--- config.mk ---
export PLATFORM = sky130hd
export DESIGN_NAME = nibble_serial_adder
export DESIGN_NICKNAME = d
export VERILOG_FILES = /design/src/rtl/nibble_serial_adder.sv
export SDC_FILE = /design/constraint.sdc
export NUM_CORES = 1
export LEC_CHECK = 0
export CORE_MARGIN = 2
export CORE_UTILIZATION = 46
export DETAILED_ROUTE_END_ITERATION = 10
export GPL_ROUTABILITY_DRIVEN = 0
export HOLD_SLACK_MARGIN = 0.06
export PLACE_DENSITY = 0.75
export SETUP_SLACK_MARGIN = 0.5
export SLEW_MARGIN = 20
export SYNTH_ARGS = -nofsm -noshare
export SYNTH_HDL_FRONTEND = slang
export SYNTH_SLANG_ARGS = --single-unit
--- constraint.sdc ---
create_clock -name clk -period 2.2 [get_ports clk]
set_input_delay 0.55 -clock clk [delete_from_list [all_inputs] [get_ports clk]]
set_output_delay 0.55 -clock clk [all_outputs]
set_load 0.1 [all_outputs]
--- src/rtl/nibble_serial_adder.sv ---
// Multi-cycle WIDTH-bit adder, one nibble per clock through a single 4-bit ripple adder.
// Optional: define NIBBLE_ADD_OVF_EN to add the registered signed-overflow output ovf.

module RippleCarryAdder_4bit (
    input  logic [3:0] a,
    input  logic [3:0] b,
    input  logic       c_in,
    output logic [3:0] sum,
    output logic       c_out
);

    logic [4:0] c;

    assign c[0] = c_in;

    for (genvar i = 0; i < 4; i++) begin : g_bit
        assign sum[i]   = a[i] ^ b[i] ^ c[i];
        assign c[i + 1] = (a[i] & b[i]) | (c[i] & (a[i] ^ b[i]));
    end

    assign c_out = c[4];

endmodule

module nibble_serial_adder #(
    parameter int WIDTH = 16
) (
    input  logic             clk,
    input  logic             rst_n,
    input  logic             start,
    input  logic [WIDTH-1:0] in1,
    input  logic [WIDTH-1:0] in2,
    input  logic             c_in,
    output logic             busy,
    output logic             done,
    output logic [WIDTH-1:0] sum,
`ifdef NIBBLE_ADD_OVF_EN
    output logic             ovf,
`endif
    output logic             c_out
);

    localparam int NIB = WIDTH / 4;
    localparam int CW  = (NIB > 1) ? $clog2(NIB) : 1;

    typedef enum logic [1:0] {
        IDLE,
        RUN,
        DONE
    } state_t;

    state_t state;
    state_t state_nx;

    logic [WIDTH-1:0] a_sh;
    logic [WIDTH-1:0] b_sh;
    logic [WIDTH-1:0] res_sh;
    logic             carry_reg;
    logic [CW-1:0]    cnt;

    logic [3:0] add_sum;
    logic       add_co;
    logic       load;
    logic       step;
    logic       last;

    RippleCarryAdder_4bit u_add (
        .a     (a_sh[3:0]),
        .b     (b_sh[3:0]),
        .c_in  (carry_reg),
        .sum   (add_sum),
        .c_out (add_co)
    );

    assign load = (state == IDLE) && start;
    assign step = (state == RUN);
    assign last = (cnt == CW'(NIB - 1));

    always_ff @(posedge clk or negedge rst_n) begin
        if (!rst_n) begin
            state <= IDLE;
        end else begin
            state <= state_nx;
        end
    end

    always_comb begin
        state_nx = state;
        busy     = 1'b0;
        done     = 1'b0;
        unique case (state)
            IDLE: begin
                if (start) begin
                    state_nx = RUN;
                end
            end
            RUN: begin
                busy = 1'b1;
                if (last) begin
                    state_nx = DONE;
                end
            end
            DONE: begin
                done     = 1'b1;
                state_nx = IDLE;
            end
            default: begin
                state_nx = IDLE;
            end
        endcase
    end

    // Result nibbles enter from the top so the last one lands in sum[WIDTH-1:WIDTH-4].
    always_ff @(posedge clk or negedge rst_n) begin
        if (!rst_n) begin
            a_sh      <= '0;
            b_sh      <= '0;
            res_sh    <= '0;
            carry_reg <= 1'b0;
            cnt       <= '0;
            sum       <= '0;
            c_out     <= 1'b0;
        end else begin
            unique case (1'b1)
                load: begin
                    a_sh      <= in1;
                    b_sh      <= in2;
                    carry_reg <= c_in;
                    cnt       <= '0;
                end
                step: begin
                    a_sh      <= a_sh >> 4;
                    b_sh      <= b_sh >> 4;
                    res_sh    <= WIDTH'({add_sum, res_sh} >> 4);
                    carry_reg <= add_co;
                    cnt       <= cnt + 1'b1;
                    if (last) begin
                        sum   <= WIDTH'({add_sum, res_sh} >> 4);
                        c_out <= add_co;
                    end
                end
                default: begin
                end
            endcase
        end
    end

`ifdef NIBBLE_ADD_OVF_EN
    // Signed overflow needs only the sign bits of the final nibble pair.
    always_ff @(posedge clk or negedge rst_n) begin
        if (!rst_n) begin
            ovf <= 1'b0;
        end else if (step && last) begin
            ovf <= (a_sh[3] & b_sh[3] & ~add_sum[3])
                 | (~a_sh[3] & ~b_sh[3] & add_sum[3]);
        end
    end
`endif

endmodule

Yosys cells after proc, flatten, opt, wreduce, memory -nomap -nowiden
Index checks and enable logic that the tools add are counted.

word-level totals
  register bits after elaboration = 70
  output and inout bits = 19
  input bits = 36
  word-level logic and storage cells = 48
  latch bits = 0
  bits in read-only memories = 0
  RAM bits = 0
  memories kept = 0

cells by class
  add/sub/neg operators = 1
  magnitude comparators = 0
  shift-type cells = 0
  bitwise operators = 20
  equal/unequal tests = 5
  reductions and logical operators = 5
  multiply operators = 0
  muxes and demuxes = 9
  divide/modulo/power cells = 0

operators with widths
  cell                   count
  $pmux W16 S2           2
  $and A1 B1 Y1          8
  $pmux W2 S2            2
  $xor A1 B1 Y1          8
  $eq A2 B2 Y1 const B   2
  $mux W2                2
  $or A1 B1 Y1           4
  $reduce_and A2 Y1      2
  $add A2 B1 Y2 const B  1
  $eq A2 B1 Y1 const B   1
  $logic_not A2 Y1       1
  $mux W1                2
  $ne A2 B1 Y1 const B   1
  $ne A2 B2 Y1 const B   1
  $pmux W1 S2            1
  $reduce_bool A2 Y1     1
  $logic_and A1 B1 Y1    1

Longest topological paths before layout
  word-level depth = 10
  mapped depth = 9

By module
From an unflattened synthesis, not the netlist that was laid out.

second synthesis, totals
  cells, all modules = 257
  area, all modules = 2854.0 um^2

by module, submodules not included
  module                 times used  cells each  seq. area each (um^2)  area each (um^2)
  nibble_serial_adder    1           243         1651.6                 2736.4
  RippleCarryAdder_4bit  1           14          0.0                    117.6

Worst setup path after synthesis
No wires, ideal clock.

  path type = register -> output
  from = register state[1]
  to = output port done
  cell stages (with the launch flop) = 5
  data required time = 1.650 ns
  arrival = 2.031 ns
  path buffers = 2
  path slack = -0.381 ns
  cell sequence = dfrtp_1 buf_2 inv_1 buf_4 nor2_1

on the way
  longest elaborated chain between the ends = 2

ends and longest elaborated chain
  element                 RTL line  RTL
  start, declared         52        state_t state;
  start signal, assigned  83        state <= state_nx;
  $eq A2 B2 Y1            91        unique case (state)
  $mux W1                 91
  end, declared           35        output logic done,

Every way passes these cells.

Worst setup path in the final report
  from = register a_sh[0]
  to = register res_sh[15]

on the way
  longest elaborated chain between the ends = 8
  elaborated cells between the ends (all ways) = 9
  those cells by class = 9 x bitwise

ends and longest elaborated chain
  element                 RTL line  RTL
  start, declared         55        logic [WIDTH-1:0] a_sh;
  start signal, assigned  126       a_sh <= in1;
  start signal, assigned  132       a_sh <= a_sh >> 4;
  $xor A1 B1 Y1           18        assign c[i + 1] = (a[i] & b[i]) | (c[i] & (a[i] ^ b[i]));
  $and A1 B1 Y1           18
  $or A1 B1 Y1 *          18
  $and A1 B1 Y1 *         18
  $or A1 B1 Y1 *          18
  $and A1 B1 Y1 *         18
  $or A1 B1 Y1 *          18
  $xor A1 B1 Y1 *         17        assign sum[i] = a[i] ^ b[i] ^ c[i];
  end signal, assigned    134       res_sh <= WIDTH'({add_sum, res_sh} >> 4);
  end, declared           57        logic [WIDTH-1:0] res_sh;

Mark *: on every way between the ends. The rest lies on a longest branch, timed or not.
A chain may end at the register's enable or synchronous reset.

==> metrics.cfg <==
[global_routing]
grt_pass1_vias=2062
overflow=0
grt_usage_pct=19.9
grt_pass1_wl_um=9890
grt_start_max_net_pins=45
antenna_found_initial=0

[timing]
maxSlewHeadroom_pct=65.8
hold_viol=0
setup_tns_ns=0
skew_ns=0.00788
rsz0062_at_grt=true
setup_violations=0
drv_slew=0
finalCritPeriodShare_pct=94.3
max_freq_mhz=482
fin_crit_ns=2.07
worstMarginPinSlew_ns=0.513

[clocking]
clkTransAtPathRegs_ns=0.06
clock_latency_ns=0.33
cts-htree-levels=3
holdBufCountCts=0
max-clock-path-buffers=2
cts_sinks=66
cts_tree=built
numCtsBuffers=9
root_buffer=clkbuf_8

[critical_path]
cp.arrival_ns=2.33
path_cells=fa_2 -> inv_2 -> fa_2 -> inv_2 -> fa_2 -> inv_2 -> fa_1 -> o21ai_1
slowest_delay_ns=0.42
critPathKind=flop to flop
critPathLaunchType=flop
cp_max_fo=2
required_ns=2.46
slowest_stage=fa_1
cp-end-kind=flop

[yosys]
ys_ff_latch=66
yosys_warnings=0
synth_fp_nets=273
syn-cell-area_um2=2800
synth_largest_area_cell=dfrtp_1
yosys-top-cells-area=dfrtp_1 59%, mux2_2 9.6%, o22ai_1 8.9%, a21oi_1 3.0%, fa_1 2.9%
ys_types=25
syn-mean-instance-area_um2=12.1
synth.yosys.seq_area_share_pct=58.9
synthCells=232
yosysTopAreaCellShare_pct=58.9

[floorplan]
die_area_um2=6730
die_w_um=82.1
rows=28
start_util_pct=47.3
io_pins=55
fp.dieH_um=82.1
coreArea_um2=5920

[layout]
largestRegisters=a_sh: 16 flops, b_sh: 16 flops, sum: 16 flops
fin_nets=340
final_cell_mix=65 x dfrtp_1, 40 x o22ai_1, 34 x clkdlybuf4s50_1, 34 x buf_4, 24 x mux2_2
mostFrequentLayoutCell=dfrtp_1
drive_above_1_share_pct=29.5
diodes=0
synthToLayoutAreaGrowth_pct=30.7
nFillCells=505

[drt]
drcViolationCount=0
highest_layer=met4
wl_met2_um=2790
first_iter_violations=133
first_pass_iters=4
wl_um=5880
wl_met3_um=355
routed_via_density=5.58
wl_per_cell_um=15.6
ant_nets=0
dr_total_vias=2105
drt-met1-wl_um=2630

[placement]
dp_hpwl_um=3870
port_buffers=54

[job]
max-cap-violations=0

[outcome]
status=complete, no violations

[min_path]
hp-class=primary input to asynchronous set/reset pin

metrics by stage:
stage	instances	instance area [um2]	hold slack (ns)	worst slack (ns)	util (%)
floorplan	232	2820	0.254	0.177	-
global placement	353	3410	0.481	0.139	57.5
detailed placement	353	3410	0.481	0.0855	57.5
CTS	374	3620	0.193	0.109	61.2
global route	377	3660	0.223	0.0657	61.9
finish	377	3660	0.185	0.126	61.9
layer usage:
| layer | vias to the layer above | GRT usage (%) |
|---|---|---|
| met5 | - | 0 |
| li1 | 983 | - |
| met3 | 11 | 4.40 |
| met1 | 1034 | 26.3 |
| met2 | 77 | 30.8 |
| met4 | 0 | 10.0 |
cell families (layout without fill, tap and decap cells):
logic type                 after synthesis  after routing  share of synthesized area, %
muxes                                   24             24                          9.64
buffers and inverters                   28             98                          5.13
AOI/OAI and AO/OA                       87             87                          19.3
DFF                                     66             66                          58.9
adders and majority gates                5              5                          3.30
and+or+nand+nor                         22             22                          3.66
final cells by class:
| type | count | area (um2) | share of cell area [%] |
|---|---|---|---|
| flip-flops and latches | 66 | 1650 | 45.1 |
| multi-input cells | 138 | 1050 | 28.6 |
| repair buffers | 73 | 672 | 18.3 |
| clock buffers | 14 | 153 | 4.17 |
| well taps | 75 | 93.8 | 2.56 |
| inverters | 11 | 45.0 | 1.23 |
critical path: cells and delay by family (launching register included):
| kind | cells | cell delay [ns] |
|---|---|---|
| DFF | 1 | 0.40 |
| AOI/OAI and AO/OA | 1 | 0.13 |
| buffers and inverters | 3 | 0.16 |
| adders and majority gates | 4 | 1.31 |
worst paths after layout:
kind	start	endpoint	slack, ns	cells after the start
min reg2reg	c_out$_DFFE_PN0P_	c_out$_DFFE_PN0P_	0.49	2
max in group asynchronous	rst_n	state[1]$_DFFE_PN0P_	1.40	2
max reg2reg	a_sh[0]$_DFFE_PN0P_	res_sh[15]$_DFFE_PN0P_	0.13	8
min	rst_n	res_sh[6]$_DFFE_PN0P_	0.18	1
min in group clk	c_out$_DFFE_PN0P_	c_out$_DFFE_PN0P_	0.49	2
max	a_sh[0]$_DFFE_PN0P_	res_sh[15]$_DFFE_PN0P_	0.13	8
cells in the mapped netlist:
cell type and n:
mux2_2 24, nand3b_1 1, inv_2 1, nand2b_1 4, dfrtp_1 66, nand2_1 11, clkbuf_2 1, a21oi_1 17
nor2_2 1, inv_1 10, o21bai_1 1, ha_1 1, fa_1 4, o21ai_0 15, o22ai_1 40, buf_4 5
and2b_1 1, a32o_1 1, nor2_1 4, a211o_1 1, clkbuf_1 1, a2bb2oi_1 8, buf_6 1, buf_2 9
a22o_1 4
what timing repair did:
action,CTS,global route
endpoints found under the hold margin,0,0
pin swaps,5,2
gates resized for setup,5,4
buffers inserted,7,3
endpoints found under the setup margin,9,27
Power is not shown: default switching activity piles up to over one toggle a cycle in this logic, so the estimate is an artifact.
==> edit 1, RTL diff (config.mk and constraints unchanged) <==
Register the output `busy`, with the module's reset; this adds one clock of latency there. The other outputs are not delayed to match.
--- a/src/rtl/nibble_serial_adder.sv
+++ b/src/rtl/nibble_serial_adder.sv
@@ -50,4 +50,6 @@
     } state_t;
 
+    logic busy_d;
+
     state_t state;
     state_t state_nx;
@@ -87,5 +89,5 @@
     always_comb begin
         state_nx = state;
-        busy     = 1'b0;
+        busy_d   = 1'b0;
         done     = 1'b0;
         unique case (state)
@@ -96,5 +98,5 @@
             end
             RUN: begin
-                busy = 1'b1;
+                busy_d = 1'b1;
                 if (last) begin
                     state_nx = DONE;
@@ -158,4 +160,12 @@
 `endif
 
+    always_ff @(posedge clk or negedge rst_n) begin
+        if (!rst_n) begin
+            busy <= '0;
+        end else begin
+            busy <= busy_d;
+        end
+    end
+
 endmodule
 
Check against the original RTL: not equivalent (Yosys sat finds a counterexample within 4 cycles, from zero or initial values and one cycle with rst_n low).
==> edit 1 against the unedited design <==
- synthesized area is 0.94% higher
- cell count did not move
- routed wire length increased by 6.0%
- critical endpoint is now sum[15]
- setup slack lost 45 ps
- count of clock-buffer cells in the layout decreased by 5
- critical path type unchanged
- sequential cell count up 1
- clock skew increased by 1.2 ps
- design area increased by 2.2%
- critical path depth unchanged
Power is left out: the tool's default activity adds up to more than one toggle a clock period on the data nets, which glitch-free logic cannot reach.
==> edit 1: results (changes against the unedited design) <==
global_routing:
  met2_usage: 0.309  # +0.000741
  grt.met3_usage: 0.0500  # +0.00604
  grt_usage: 0.206  # +0.00695
  grt_max_degree: 68  # +51%
  grt_pass1_wl_um: 10400  # +5.0%
  grt_pass1_vias: 2172  # +5.3%
  use_met1: 0.287  # +0.0234
critical_path:
  cp_top_family: "adder cells"
  slowest_stage: "fa_2"
  r2r_slack_ps: 80  # -50 ps
  worst-endpoint-arrival_ps: 2380  # +50 ps
  critPathLaunch: "carry_reg"
  endpoint: "sum[15]"
routing:
  vias_per_cell: 5.49  # -1.6%
  dr_wl_met3_um: 388  # +9.3%
  met2_length_um: 2910  # +4.3%
  wl_met1_um: 2850  # +8.4%
  drt_iter0_markers: 235  # +77%
  first_pass_iters: 4  # unchanged
synthesis:
  synth_compound_area_frac: 0.189  # -0.00401
  synth_area_leaders: "dfrtp_1 (59%), mux2_2 (9.6%), o22ai_1 (8.4%)"
  synthAdderAreaFrac: 0.0327  # -0.000307
  synth_common_cells: "dfrtp_1 (67), o22ai_1 (38), mux2_2 (24)"
  synth.area.mux_share: 0.0955  # -0.000896
  yosysSeqAreaShare: 0.593  # +0.00337
cells_and_area:
  final_net_count: 338  # -0.59%
  layout-drive-gt1-share: 0.298  # +0.00331
  n_fill_cell: 482  # -4.6%
timing:
  max_slew_margin: 0.697  # +0.0394
  finalClockSkew_ps: 9.09  # +1.21 ps
status:
  status: "completed"
-- edit 1: worst register-to-register path: stages, from the launching register on --
cell and delay [ps]:
dfrtp_1 410, fa_2 400, inv_2 70, fa_2 180, inv_2 40, fa_2 320, inv_2 60, fa_2 430
o21ai_1 130
-- edit 1: final cells by class --
type,instances,share of cell area
Inverter,11,0.0120
Tap cell,75,0.0251
Clock inverter,7,0.0311
Clock buffer,9,0.0331
Timing Repair Buffer,71,0.172
Multi-Input combinational cell,137,0.278
Sequential cell,67,0.449
-- edit 1: stage by stage --
step	utilization	area (sq um)	hold WS, ps	cells	setup slack [ps]
2_1_floorplan	-	2840	254	232	177
3_3_place_gp	0.581	3440	481	355	141
3_5_place_dp	0.581	3440	490	355	72.8
4_1_cts	0.630	3730	231	377	87.1
5_1_grt	0.632	3740	250	377	13.4
6_report	0.632	3740	210	377	80.5
-- edit 1: repair_timing --
action	in CTS	in global routing
endpoints found under the setup margin	8	14
gates resized for setup	4	5
pin swaps	1	1
hold buffers	0	0
buffers inserted	6	0
==> edit 2, RTL diff (same settings) <==
Made on the original files. `WIDTH`: 16 -> 8.
--- a/src/rtl/nibble_serial_adder.sv
+++ b/src/rtl/nibble_serial_adder.sv
@@ -24,5 +24,5 @@
 
 module nibble_serial_adder #(
-    parameter int WIDTH = 16
+    parameter int WIDTH = 8
 ) (
     input  logic             clk,
Ports: changed (resized in1, in2 and sum); port bits go from 55 to 31. No check against the original RTL was run, so the function may have changed too.
==> edit 2 against the unedited design <==
- non-clock buffer count shrank 30
- design area fell by 42%
- global-route usage down 1.2 points
- core utilization is 1.5 points higher
- fmax decreased by 1.6%
- sequential cell count down 33
- routed wire length shrank 44%
- synthesized area decreased by 43%
- setup slack lost 33 ps
- synthesized cell count shrank 45%
Power is not shown: default switching activity piles up to over one toggle a cycle in this logic, so the estimate is an artifact.
==> edit 2: results (changes against the unedited design) <==
cells_and_area:
  buf_share: 0.206  # +0.0226
  layout-drive-gt1-share: 0.316  # +0.0211
  multi_input_gates: 64  # -54%
  multiInputGateArea_sq_um: 644  # -38%
  nNonClkBuffers: 43  # -41%
  n_fill_cell: 287  # -43%
  final_cell_area_sq_um: 2110  # -42%
  inv_count: 23  # +12
  clk_share: 0.0261  # -0.0156
  final_net_count: 194  # -43%
synthesis:
  synthCells: 128  # -45%
  synth.area.mux_share: 0.109  # +0.0123
  synth_compound_area_frac: 0.110  # -0.0831
  synth_area_leaders: "dfrtp_1 (52%), mux2_4 (5.6%), inv_1 (5.2%)"
  synth_common_cells: "dfrtp_1 (33), inv_1 (22), mux2_4 (6), nor2b_1 (6)"
  synth_nets: 152  # -44%
  yosysUniqueCellTypes: 28  # +12%
routing:
  dr_wl_met3_um: 216  # -39%
  wl_met1_um: 1330  # -50%
  met2_length_um: 1690  # -40%
  wl_per_cell_um: 15.1  # -3.3%
  via_count: 1146  # -46%
  drt_iter0_markers: 55  # -59%
placed_design:
  dp.final_hpwl_um: 2280  # -41%
  placedCellCount: 200  # -43%
  place_area_sq_um: 1940  # -43%
timing:
  worst_slew_pin_slew_ps: 403  # -110 ps
  finalClockSkew_ps: 13.5  # +5.59 ps
critical_path:
  r2r_slack_ps: 90  # -30 ps
  r2r_end: "sum[7]"
global_routing:
  grt_pass1_wl_um: 5640  # -43%
  grt.met3_usage: 0.0649  # +0.0209
floorplanning:
  placementRows: 21  # -25%
clock_network:
  clock-sinks: 33  # -50%
  post_cts_buffers: 4  # -3
  cts_resized: 7  # +2
status:
  status: "completed"
edit 2: changes by cell type in the layout (fill, tap and decap cells not counted), moves of 8 or more:
cell | unedited run | this run
inv_1 | 5 | 19
buf_4 | 34 | 18
o21ai_0 | 12 | 0
a2bb2oi_1 | 8 | 0
mux2_2 | 24 | 1
clkdlybuf4s50_1 | 34 | 19
a21oi_1 | 17 | 1
dfrtp_1 | 65 | 32
o22ai_1 | 40 | 0
clkbuf_8 | 10 | 0
edit 2: worst max path at each step:
stage | start | endpoint | slack, ps | cells past startpoint
after global placement | carry_reg | sum[7] | 150 | 8
final | a_sh[0] | sum[7] | 90 | 8
after CTS | a_sh[0] | sum[7] | 80 | 8
after global routing | a_sh[0] | sum[7] | 10 | 8
after floorplan | carry_reg | sum[7] | 180 | 8
after detailed placement | carry_reg | carry_reg | 80 | 8
edit 2: worst max-delay path, stage by stage (launching register included):
cell and delay [ps]:
dfrtp_1 420, fa_2 390, inv_2 60, fa_2 180, inv_2 40, fa_2 330
inv_2 60, fa_2 430, mux2i_1 130
